### config.mk
export PLATFORM = sky130hd
export DESIGN_NAME = cmsdk_rst_ctrl_flat
export DESIGN_NICKNAME = d
export VERILOG_FILES = /design/src/rtl/cmsdk_rst_pkg.sv /design/src/rtl/cmsdk_rst_ctrl_if.sv /design/src/rtl/cmsdk_rst_sync.sv /design/src/rtl/cmsdk_rst_ctrl.sv /design/src/flat_wrapper.sv
export SDC_FILE = /design/constraint.sdc
export NUM_CORES = 1
export LEC_CHECK = 0
export CELL_PAD_IN_SITES_DETAIL_PLACEMENT = 0
export CELL_PAD_IN_SITES_GLOBAL_PLACEMENT = 1
export CORE_UTILIZATION = 25
export DETAILED_ROUTE_END_ITERATION = 10
export PLACE_DENSITY_LB_ADDON = 0.1
export REMOVE_ABC_BUFFERS = 1
export SLEW_MARGIN = 25
export SYNTH_ARGS = -nofsm -noshare
export SYNTH_HDL_FRONTEND = slang
export SYNTH_SLANG_ARGS = --single-unit
### constraint.sdc
create_clock -name CLK -period 1.85 [get_ports CLK]
set_clock_uncertainty 0.05 [all_clocks]
set_input_delay 0.2775 -clock CLK [delete_from_list [all_inputs] [get_ports CLK]]
set_output_delay 0.2775 -clock CLK [all_outputs]
set_load 0.01 [all_outputs]
### src/rtl/cmsdk_rst_pkg.sv
// Shared types and constants for the CMSDK reset controller: FSM state encoding
// and the bit positions of the sticky reset-cause register.
package cmsdk_rst_pkg;

  typedef enum logic [1:0] {
    POR_SYNC = 2'd0,
    POR_WAIT = 2'd1,
    RUN      = 2'd2,
    SYS_HOLD = 2'd3
  } rst_state_e;

  localparam int CAUSE_W      = 3;
  localparam int CAUSE_SYSREQ = 0;
  localparam int CAUSE_LOCKUP = 1;
  localparam int CAUSE_WDOG   = 2;

endpackage

### src/rtl/cmsdk_rst_ctrl_if.sv
// Soft reset request inputs and reset tree outputs of the reset controller.
// The controller takes the slave side; the CPU/board/bench takes the master side.
interface cmsdk_rst_ctrl_if;
  import cmsdk_rst_pkg::*;

  logic               SYSRESETREQ;
  logic               LOCKUP;
  logic               LOCKUPRESET;
  logic               WDOGRESREQ;
  logic               RSTCAUSE_CLR;
  logic               PORESETn;
  logic               HRESETn;
  logic [CAUSE_W-1:0] RSTCAUSE;
  logic [1:0]         RSTSTATE;

  modport master (
    output SYSRESETREQ, LOCKUP, LOCKUPRESET, WDOGRESREQ, RSTCAUSE_CLR,
    input  PORESETn, HRESETn, RSTCAUSE, RSTSTATE
  );

  modport slave (
    input  SYSRESETREQ, LOCKUP, LOCKUPRESET, WDOGRESREQ, RSTCAUSE_CLR,
    output PORESETn, HRESETn, RSTCAUSE, RSTSTATE
  );

endinterface

### src/rtl/cmsdk_rst_sync.sv
// Asynchronous-assert, synchronous-release reset synchronizer. rel_next is the
// value the output will take on the next edge, so the FSM can track it in step.
module cmsdk_rst_sync #(
  parameter int STAGES = 2
) (
  input  logic clk,
  input  logic rst_n,
  output logic rst_sync_n,
  output logic rel_next
);

  logic [STAGES-1:0] chain;

  always_ff @(posedge clk or negedge rst_n) begin
    if (!rst_n) begin
      chain <= '0;
    end else begin
      chain <= {chain[STAGES-2:0], 1'b1};
    end
  end

  assign rst_sync_n = chain[STAGES-1];
  assign rel_next   = chain[STAGES-2];

endmodule

### src/rtl/cmsdk_rst_ctrl.sv
// Reset sequencer: synchronized POR release, staggered HRESETn release, bounded
// soft-reset pulses from CPU/watchdog requests, and a sticky reset-cause record.
module cmsdk_rst_ctrl #(
  parameter int SYNC_STAGES = 2,
  parameter int POR_DELAY   = 8,
  parameter int SYS_HOLD    = 4
) (
  input  logic              CLK,
  input  logic              NRST,
  cmsdk_rst_ctrl_if.slave   bus
);
  import cmsdk_rst_pkg::*;

  localparam int CNT_MAX = (POR_DELAY > SYS_HOLD) ? POR_DELAY : SYS_HOLD;
  localparam int CNT_W   = $clog2(CNT_MAX) + 1;
  localparam logic [CNT_W-1:0] POR_LAST  = CNT_W'(POR_DELAY - 1);
  localparam logic [CNT_W-1:0] HOLD_LAST = CNT_W'(SYS_HOLD - 1);

  rst_state_e         state;
  logic [CNT_W-1:0]   cnt;
  logic               hresetn;
  logic [CAUSE_W-1:0] cause;
  logic [CAUSE_W-1:0] cause_src;
  logic               poresetn;
  logic               por_rel_next;
  logic               req;
  logic               soft_active;

  cmsdk_rst_sync #(
    .STAGES(SYNC_STAGES)
  ) u_por_sync (
    .clk        (CLK),
    .rst_n      (NRST),
    .rst_sync_n (poresetn),
    .rel_next   (por_rel_next)
  );

  assign req = bus.SYSRESETREQ | (bus.LOCKUP & bus.LOCKUPRESET) | bus.WDOGRESREQ;

  // The state enum literal SYS_HOLD is shadowed by the parameter, so scope it.
  assign soft_active = (state == RUN) || (state == cmsdk_rst_pkg::SYS_HOLD);

  always_comb begin
    cause_src               = '0;
    cause_src[CAUSE_SYSREQ] = bus.SYSRESETREQ;
    cause_src[CAUSE_LOCKUP] = bus.LOCKUP & bus.LOCKUPRESET;
    cause_src[CAUSE_WDOG]   = bus.WDOGRESREQ;
  end

  always_ff @(posedge CLK or negedge NRST) begin
    if (!NRST) begin
      state   <= POR_SYNC;
      cnt     <= '0;
      hresetn <= 1'b0;
      cause   <= '0;
    end else begin
      // A set on the same edge as a clear wins for that bit.
      cause <= (bus.RSTCAUSE_CLR ? '0 : cause) | (soft_active ? cause_src : '0);

      case (state)
        POR_SYNC: begin
          if (por_rel_next) begin
            state <= POR_WAIT;
            cnt   <= '0;
          end
        end
        POR_WAIT: begin
          if (cnt == POR_LAST) begin
            state   <= RUN;
            hresetn <= 1'b1;
          end else begin
            cnt <= cnt + 1'b1;
          end
        end
        RUN: begin
          if (req) begin
            state   <= cmsdk_rst_pkg::SYS_HOLD;
            hresetn <= 1'b0;
            cnt     <= '0;
          end
        end
        cmsdk_rst_pkg::SYS_HOLD: begin
          if (cnt == HOLD_LAST) begin
            if (!req) begin
              state   <= RUN;
              hresetn <= 1'b1;
            end
          end else begin
            cnt <= cnt + 1'b1;
          end
        end
        default: state <= POR_SYNC;
      endcase
    end
  end

  assign bus.PORESETn = poresetn;
  assign bus.HRESETn  = hresetn;
  assign bus.RSTCAUSE = cause;
  assign bus.RSTSTATE = state;

endmodule

### src/flat_wrapper.sv
// flat-port wrapper written by rule: the top's interface ports become plain ports
module cmsdk_rst_ctrl_flat import cmsdk_rst_pkg::*;
#(
  parameter int SYNC_STAGES = 2,
  parameter int POR_DELAY   = 8,
  parameter int SYS_HOLD    = 4
)
  (CLK, NRST, bus_SYSRESETREQ, bus_LOCKUP, bus_LOCKUPRESET, bus_WDOGRESREQ, bus_RSTCAUSE_CLR, bus_PORESETn, bus_HRESETn, bus_RSTCAUSE, bus_RSTSTATE);
  cmsdk_rst_ctrl_if bus_i ();
  input  logic CLK;
  input  logic NRST;
  input wire logic [$bits(bus_i.SYSRESETREQ)-1:0] bus_SYSRESETREQ;
  input wire logic [$bits(bus_i.LOCKUP)-1:0] bus_LOCKUP;
  input wire logic [$bits(bus_i.LOCKUPRESET)-1:0] bus_LOCKUPRESET;
  input wire logic [$bits(bus_i.WDOGRESREQ)-1:0] bus_WDOGRESREQ;
  input wire logic [$bits(bus_i.RSTCAUSE_CLR)-1:0] bus_RSTCAUSE_CLR;
  output wire logic [$bits(bus_i.PORESETn)-1:0] bus_PORESETn;
  output wire logic [$bits(bus_i.HRESETn)-1:0] bus_HRESETn;
  output wire logic [$bits(bus_i.RSTCAUSE)-1:0] bus_RSTCAUSE;
  output wire logic [$bits(bus_i.RSTSTATE)-1:0] bus_RSTSTATE;
  assign bus_i.SYSRESETREQ = bus_SYSRESETREQ;
  assign bus_i.LOCKUP = bus_LOCKUP;
  assign bus_i.LOCKUPRESET = bus_LOCKUPRESET;
  assign bus_i.WDOGRESREQ = bus_WDOGRESREQ;
  assign bus_i.RSTCAUSE_CLR = bus_RSTCAUSE_CLR;
  assign bus_PORESETn = bus_i.PORESETn;
  assign bus_HRESETn = bus_i.HRESETn;
  assign bus_RSTCAUSE = bus_i.RSTCAUSE;
  assign bus_RSTSTATE = bus_i.RSTSTATE;
  cmsdk_rst_ctrl #(.SYNC_STAGES(SYNC_STAGES), .POR_DELAY(POR_DELAY), .SYS_HOLD(SYS_HOLD)) u_core (.CLK(CLK), .NRST(NRST), .bus(bus_i));
endmodule
# == Word-level counts from Yosys, hierarchy flattened ==
# Cells that the tools add are included.
# word_totals
regBits,12
inputBits,7
wordCells,46
out_inout_bits,7
# op_classes
mux,18
bitwise,4
eq_ne,12
reduce_logical,6
n_addsub,1
# op_table
op,n
$mux W4,4
$pmux W4 S4,1
$mux W2,5
$ne A2 B2 Y1 const B,5
$reduce_and A5 Y1,2
$pmux W2 S4,1
$mux W3,2
$add A4 B1 Y4 const B,1
$eq A2 B2 Y1 const B,2
$eq A4 B2 Y1 const B,1
$eq A4 B3 Y1 const B,1
$mux W1,4
$ne A2 B1 Y1 const B,2
$reduce_and A4 Y1,1
$or A3 B3 Y3,1
$pmux W1 S3,1
$reduce_bool A3 Y1,1
$eq A2 B1 Y1 const B,1
$logic_not A2 Y1,1
$or A1 B1 Y1,2
$and A1 B1 Y1,1
$logic_or A1 B1 Y1,1

# == Longest topological paths before layout ==
# Gate-level depths: netlist of the first run.
# depth
depth_word,6
mapped_depth,5
depth_no_buf,5

# == By module ==
# Synthesis of the first run repeated with hierarchy kept, for this count alone.
# unflattened
hier_cells,57
area_unflattened_um2,616.8
# modules_own_cells
mod,n_inst,seq_area_each_um2,cells_each,area_per_inst_um2
cmsdk_rst_ctrl,1,250.2,54,563.0
cmsdk_rst_sync,1,50.0,3,53.8

# == Least setup slack after synthesis of the first run ==
# Ideal clock, no wire load.
# synth_path
kind,register to register
from,register u_core.cnt[0]
to,register u_core.cnt[1]
required_time_ps,1669
period_less_slack_ps,1569
path_stages_with_launch,6
t_arrival_ps,1388
setup_time_ps,131
setup_slack_ps,281
n_path_buf,0
path_cell_list,dfrtp_1 > ha_1 > and4b_4 > or3_4 > nand4_1 > o211ai_1
# synth_between
elab_chain_len,3
word_cells_on_any_way,9
cone_classes,1 x add/sub; 4 x eq/ne; 3 x mux; 1 x reduce/logical
# synth_rtl
element,line_no,rtl
"start, declared",cmsdk_rst_ctrl.sv:20,logic [CNT_W-1:0] cnt;
"start signal, assigned",cmsdk_rst_ctrl.sv:72,cnt <= cnt + 1'b1;
"start signal, assigned",cmsdk_rst_ctrl.sv:89,cnt <= cnt + 1'b1;
$add A4 B1 Y4 (tied with other cells),"cmsdk_rst_ctrl.sv:72, cmsdk_rst_ctrl.sv:89",
$mux W4 (tied with other cells),cmsdk_rst_ctrl.sv:83,if (cnt == HOLD_LAST) begin
$pmux W4 S4 or $reduce_and A4 Y1 (tied branches),n/a,
# Several ways; a longest one is shown, not always the timed one. The select of a mux whose other input is x is not followed.
# A chain may end at the register's enable or synchronous reset.

# == Worst setup path after layout of the first run ==
# layout_path
from,register u_core.cnt[0]
to,register u_core.cnt[0]
# The elaborated chain is that of the path after synthesis.

==> results of run 1 <==
==> final timing paths <==
kind                            slack [ns]  cells after the start                        from                    endpoint
worst max-delay path                  0.16                      5               u_core.cnt[0]               u_core.cnt[0]
worst min-delay path                  0.29                      1                        NRST      u_core.bus.RSTSTATE[1]
worst max register to register        0.16                      5               u_core.cnt[0]               u_core.cnt[0]
worst min register to register        0.34                      0  u_core.u_por_sync.chain[0]  u_core.u_por_sync.chain[1]
max in group asynchronous             1.09                      1                        NRST               u_core.cnt[1]
min in group CLK                      0.34                      0  u_core.u_por_sync.chain[0]  u_core.u_por_sync.chain[1]
==> metal layers <==
metal	vias up	global-route usage [%]	wire length [um]
met5	-	0	0
met4	0	5.26	17
met3	2	5.51	73
met2	10	17.5	622
met1	239	16.0	663
li1	262	-	-
==> kinds of logic (layout without fill, tap and decap cells) <==
logic type / Yosys count / in the layout
other: 1 / 1
adder cells (fa/ha/maj): 1 / 1
buffers and inverters: 7 / 24
AO/OA/AOI/OAI: 14 / 14
flip-flops: 12 / 12
AND/OR/NAND/NOR: 25 / 25
multiplexers: 2 / 2
==> state kept, by name (all words and copies together), names as in the netlist <==
name	count
u_core.bus.HRESETn	1
u_core.bus.RSTSTATE	2
u_core.bus.RSTCAUSE	3
u_core.cnt	4
u_core.u_por_sync.chain	2
==> worst reg2reg max path, stage by stage (launching register included) <==
cell	delay, ns
dfrtp_1	0.43
ha_1	0.25
and4b_4	0.23
or3_4	0.41
nand4_1	0.11
o211ai_1	0.10
==> cells in the mapped netlist <==
master / n
a21oi_1: 1
and3_4: 1
nor2_1: 1
and4b_4: 1
o311ai_1: 1
nand2b_1: 1
nor3b_1: 1
o211ai_1: 3
nor3_1: 1
nand3_1: 3
inv_1: 5
buf_2: 2
a32o_2: 1
mux2_2: 1
a211o_1: 1
o21ai_0: 6
nor3_4: 1
conb_1: 1
nand4_1: 5
nand3_2: 1
mux2i_1: 1
or3_4: 1
or2_2: 1
nor2_4: 1
a21o_2: 1
ha_1: 1
nand2_1: 5
or3b_4: 1
dfrtp_1: 12
==> metrics by stage <==
| step | hold WS (ns) | area (sq um) | worst slack, ns | power [mW] |
|---|---|---|---|---|
| final | 0.293 | 847 | 0.159 | 0.965 |
| after global routing | 0.341 | 847 | 0.0591 | 1.04 |
| after CTS | 0.316 | 847 | 0.148 | 0.975 |
| after detailed placement | 0.325 | 811 | 0.164 | 0.750 |
| after global placement | 0.313 | 811 | 0.169 | 0.753 |
| after floorplan | -0.0681 | 631 | 0.279 | 0.636 |
==> area by class of cell <==
type,count,share of cell area [%]
repair buffers,15,17.1
well taps,28,4.14
flip-flops and latches,12,35.5
inverters,5,2.22
multi-input cells,43,36.8
clock buffers,4,4.28
==> where the power goes <==
| group | leakage (nW) | internal, mW | total (mW) | switching [mW] |
|---|---|---|---|---|
| Clock | 0.0210 | 0.120 | 0.220 | 0.0998 |
| Sequential | 0.134 | 0.324 | 0.391 | 0.0671 |
| Combinational | 0.222 | 0.198 | 0.354 | 0.157 |
==> qor.yml, run 1 <==
fill_cells: 239
grt_pass1_wl_um: 2380
end_kind: "flop"
ioPinCount: 14
cp-start-kind: "flop"
clk_latency_ns: 0.28
core-area_sq_mm: 0.00232
ant_nets: 0
drt_wl_total_um: 1380
grt_antenna_before_repair: 0
initial_core_util_pct: 27.6
timing.final.max_slew_violations: 0
n_antenna_cell: 0
grt_pass1_vias: 500
status: "finished, final reports clean"
post_cts_buffers: 0
hold_viol: 0
grt-ovfl-total: 0
cts_tree: "built"
drc_errors: 0
hp-class: "in2async"
crit_buf_inv: 0
ys_top_cells_by_area: "dfrtp_1 47%, nand4_1 4.9%, o21ai_0 4.7%"
synth_cell_types: 29
power.density_mw_per_mm2: 1140
cts_root_buffer: "clkbuf_4"
dr.pass1.iters: 4
die_h_um: 52.6
area.sequential_sq_um: 300
hpwl_um: 1060
max_freq_mhz: 591
synth_seq_cells: 12
netlist_area_sq_um: 641
clockBufferDepth: 2
utilization_pct: 36.5
synth_top_area_share_pct: 46.9
vias: 513
post_cts_resize_count: 0
drive_above_1_share_pct: 21.5
wl_per_cell_um: 12.9
muxShareOfSynthArea_pct: 3.32
port_buffers: 13
post-route-period-util_pct: 91.4
fin_cells: 107
worstPathRequired_ns: 1.96
drv_cap: 0
fp.dieW_um: 52.6
cpLargestDelayFamily: "simple AND/OR/NAND/NOR gates"
cts_buffers: 3
layout_common_cells: "13 x clkdlybuf4s50_1, 12 x dfrtp_1, 6 x o21ai_0"
synth_fa_ha_area_share_pct: 1.95
period_minus_slack_ns: 1.69
drt_iter0_markers: 8
layout_commonest_cell: "clkdlybuf4s50_1"
synth_top_family_by_area: "simple AND/OR/NAND/NOR gates"
yosysWarningCount: 0
h-tree-depth: 1
worstMarginPinSlew_ns: 0.549
rsz0062_at_grt: "no"
setup_viol: 0
dp_cells: 103
slew_headroom_pct: 63.3
ir_drop_v: 0.000488
max_stage_delay_ns: 0.43
area_delta_synth_final_pct: 32.2
vias_per_cell: 4.79
num-nets-final: 88
leakagePower_nw: 0.377
synth_xor_area_share_pct: 0
slowest_stage: "dfrtp_1"
final.setup.tns_ns: 0
gp_congestion: 0.779
path_cells: "ha_1 -> and4b_4 -> or3_4 -> nand4_1 -> o211ai_1"
synth-simple-area-share_pct: 27.9
die_area_sq_mm: 0.00277
seq_area_frac_synth_pct: 46.9
multi_input_area_sq_um: 312
grt_start_max_net_pins: 13
clk_pin_slew_ns: 0.08
crit_arrival_ns: 1.80
cts-hold-fix-buffers: 0
synth.avg_cell_area_sq_um: 10.3
netlist_instances: 62
grtUsageTotal_pct: 12.4
path_max_fanout: 5
clock-sinks: 12
rows: 17
synth_top_cell_by_area: "dfrtp_1"
path_class: "reg2reg"
synth-compound-area-share_pct: 14.8
No activity file was read; power rests on OpenSTA's default activity.
==> run 2: changes to the inputs <==
--- a/config.mk
+++ b/config.mk
@@ -5,8 +5,8 @@
 export SDC_FILE = /design/constraint.sdc
 export NUM_CORES = 1
 export LEC_CHECK = 0
-export CELL_PAD_IN_SITES_DETAIL_PLACEMENT = 0
-export CELL_PAD_IN_SITES_GLOBAL_PLACEMENT = 1
+export CELL_PAD_IN_SITES_DETAIL_PLACEMENT = 1
+export CELL_PAD_IN_SITES_GLOBAL_PLACEMENT = 2
 export CORE_UTILIZATION = 25
 export DETAILED_ROUTE_END_ITERATION = 10
 export PLACE_DENSITY_LB_ADDON = 0.1
==> constraint.sdc (replaced) <==
create_clock -name CLK -period 1.81 [get_ports CLK]
set_clock_uncertainty 0.05 [all_clocks]
set_input_delay 0.2715 -clock CLK [delete_from_list [all_inputs] [get_ports CLK]]
set_output_delay 0.2715 -clock CLK [all_outputs]
set_load 0.01 [all_outputs]
==> run 2 against run 1 <==
Final cell count fell by 0.93%; routed wire length rose by 1.5%; global-route usage rose by 0.92 points; worst hold slack improved by 0.038 ns; first-iteration DRC count did not move; critical endpoint is now u_core.cnt[3]; final area fell by 1.5%; power fell by 3.6%; critical path depth did not move; via count rose by 1.6%.
==> qor.yml, run 2 (synthesis results as in run 1) <==
final.setup.tns_ns: 0
leakagePower_nw: 0.369
end_kind: "flop"
path_cells: "ha_1 -> or3b_4 -> and3_4 -> o21ai_0 -> nand3_1"
ioPinCount: 14
setup_viol: 0
core-area_sq_mm: 0.00232
r2r_setup_slack_ns: 0.14
largest_reg_flops: 4
busiest_layer: "met1"
vias_per_cell: 4.92
cts_buffers: 3
crit_arrival_ns: 1.76
cpLargestDelayFamily: "simple AND/OR/NAND/NOR gates"
n_antenna_cell: 0
drc_errors: 0
crit_buf_inv: 0
cts-hold-fix-buffers: 0
design_area_sq_um: 835
drv_cap: 0
wl_per_cell_um: 13.2
grt_pass1_vias: 552
worstPathRequired_ns: 1.90
reg2reg_from: "u_core.cnt[1]"
r2r_cells: 5
max_stage_delay_ns: 0.41
fin_hold_ws_ns: 0.330
slew_headroom_pct: 60.6
report.power.total_mw: 0.930
drt_iter0_markers: 8
vias: 521
clock-sinks: 12
drt_wl_total_um: 1400
port_buffers: 13
grt-ovfl-total: 0
clockBufferDepth: 2
fin_cells: 106
grt_start_max_net_pins: 13
met1_usage_pct: 19.4
utilization_pct: 36.0
clk_pin_slew_ns: 0.07
hpwl_um: 1100
die_area_sq_mm: 0.00277
drive_above_1_share_pct: 21.8
grt_use_met3_pct: 2.61
use_met2_pct: 18.8
layout_commonest_cell: "clkdlybuf4s50_1"
placed_area_sq_um: 811
power.density_mw_per_mm2: 1110
path_max_fanout: 4
max_freq_mhz: 598
post_cts_resize_count: 1
post_cts_buffers: 0
worstMarginPinSlew_ns: 0.590
r2r_end: "u_core.cnt[3]"
grtUsageTotal_pct: 13.3
hold_viol: 0
status: "finished, final reports clean"
cts_tree: "built"
cts_root_buffer: "clkbuf_4"
post-route-period-util_pct: 92.3
clk_latency_ns: 0.26
grt_pass1_wl_um: 2640
pre_cts_ws_ns: 0.143
timing.final.max_slew_violations: 0
fp.dieW_um: 52.6
period_minus_slack_ns: 1.67
cp-start-kind: "flop"
area_delta_synth_final_pct: 30.3
slowest_stage: "dfrtp_1"
dr.pass1.iters: 4
dp_cells: 103
ant_nets: 0
initial_core_util_pct: 27.6
rows: 17
die_h_um: 52.6
gp_congestion: 0.741
grt_antenna_before_repair: 0
num-nets-final: 88
rsz0062_at_grt: "no"
layout_common_cells: "13 x clkdlybuf4s50_1, 11 x dfrtp_1, 6 x o21ai_0"
top_register: "u_core.cnt"
hp-class: "in2async"
ir_drop_v: 0.000473
fin_ws_ns: 0.139
h-tree-depth: 1
path_class: "reg2reg"
## run 2: worst max path at each step
stage | endpoint | slack [ns] | start | depth (start not counted)
after floorplan | u_core.cnt[1] | 0.24 | u_core.cnt[0] | 5
after global placement | u_core.cnt[3] | 0.14 | u_core.cnt[1] | 5
after CTS | bus_RSTSTATE[0] | 0.12 | u_core.bus.RSTSTATE[0] | 1
after global routing | u_core.cnt[3] | 0.01 | u_core.cnt[0] | 5
after detailed placement | u_core.cnt[1] | 0.14 | u_core.cnt[0] | 5
final | u_core.cnt[3] | 0.14 | u_core.cnt[1] | 5
## run 2: worst register-to-register path, stage by stage (launching register included)
cell     delay, ns
dfrtp_1       0.41
ha_1          0.21
or3b_4        0.41
and3_4        0.21
o21ai_0       0.16
nand3_1       0.10
## run 2: per-layer routing
layer | routed length [um] | vias to the layer above | part of all wire, %
met5 | 0 | - | 0
met4 | 12 | 0 | 0.86
met3 | 27 | 2 | 1.9
met2 | 585 | 6 | 42
met1 | 769 | 256 | 55
li1 | - | 257 | -
## run 2: final cells by class
| class | instances | area (sq um) |
|---|---|---|
| inverters | 5 | 18.8 |
| multi-input cells | 43 | 312 |
| flip-flops and latches | 12 | 302 |
| well taps | 28 | 35.0 |
| clock buffers | 3 | 22.5 |
| repair buffers | 15 | 145 |
| fillers | 258 | 1480 |
## run 2: where the power goes
group	internal, mW	leakage, nW	total, mW	switching [mW]
Combinational	0.205	0.222	0.368	0.163
Clock	0.0767	0.0138	0.158	0.0814
Sequential	0.331	0.134	0.404	0.0728
==> run 3: changes to the inputs <==
--- a/config.mk
+++ b/config.mk
@@ -5,6 +5,7 @@
 export SDC_FILE = /design/constraint.sdc
 export NUM_CORES = 1
 export LEC_CHECK = 0
+export ABC_CLOCK_PERIOD_IN_PS = 1810
 export CELL_PAD_IN_SITES_DETAIL_PLACEMENT = 1
 export CELL_PAD_IN_SITES_GLOBAL_PLACEMENT = 2
 export CORE_UTILIZATION = 25
==> results of run 3 <==
Same layout as run 2: the final DEF is identical, and so are final timing and power.
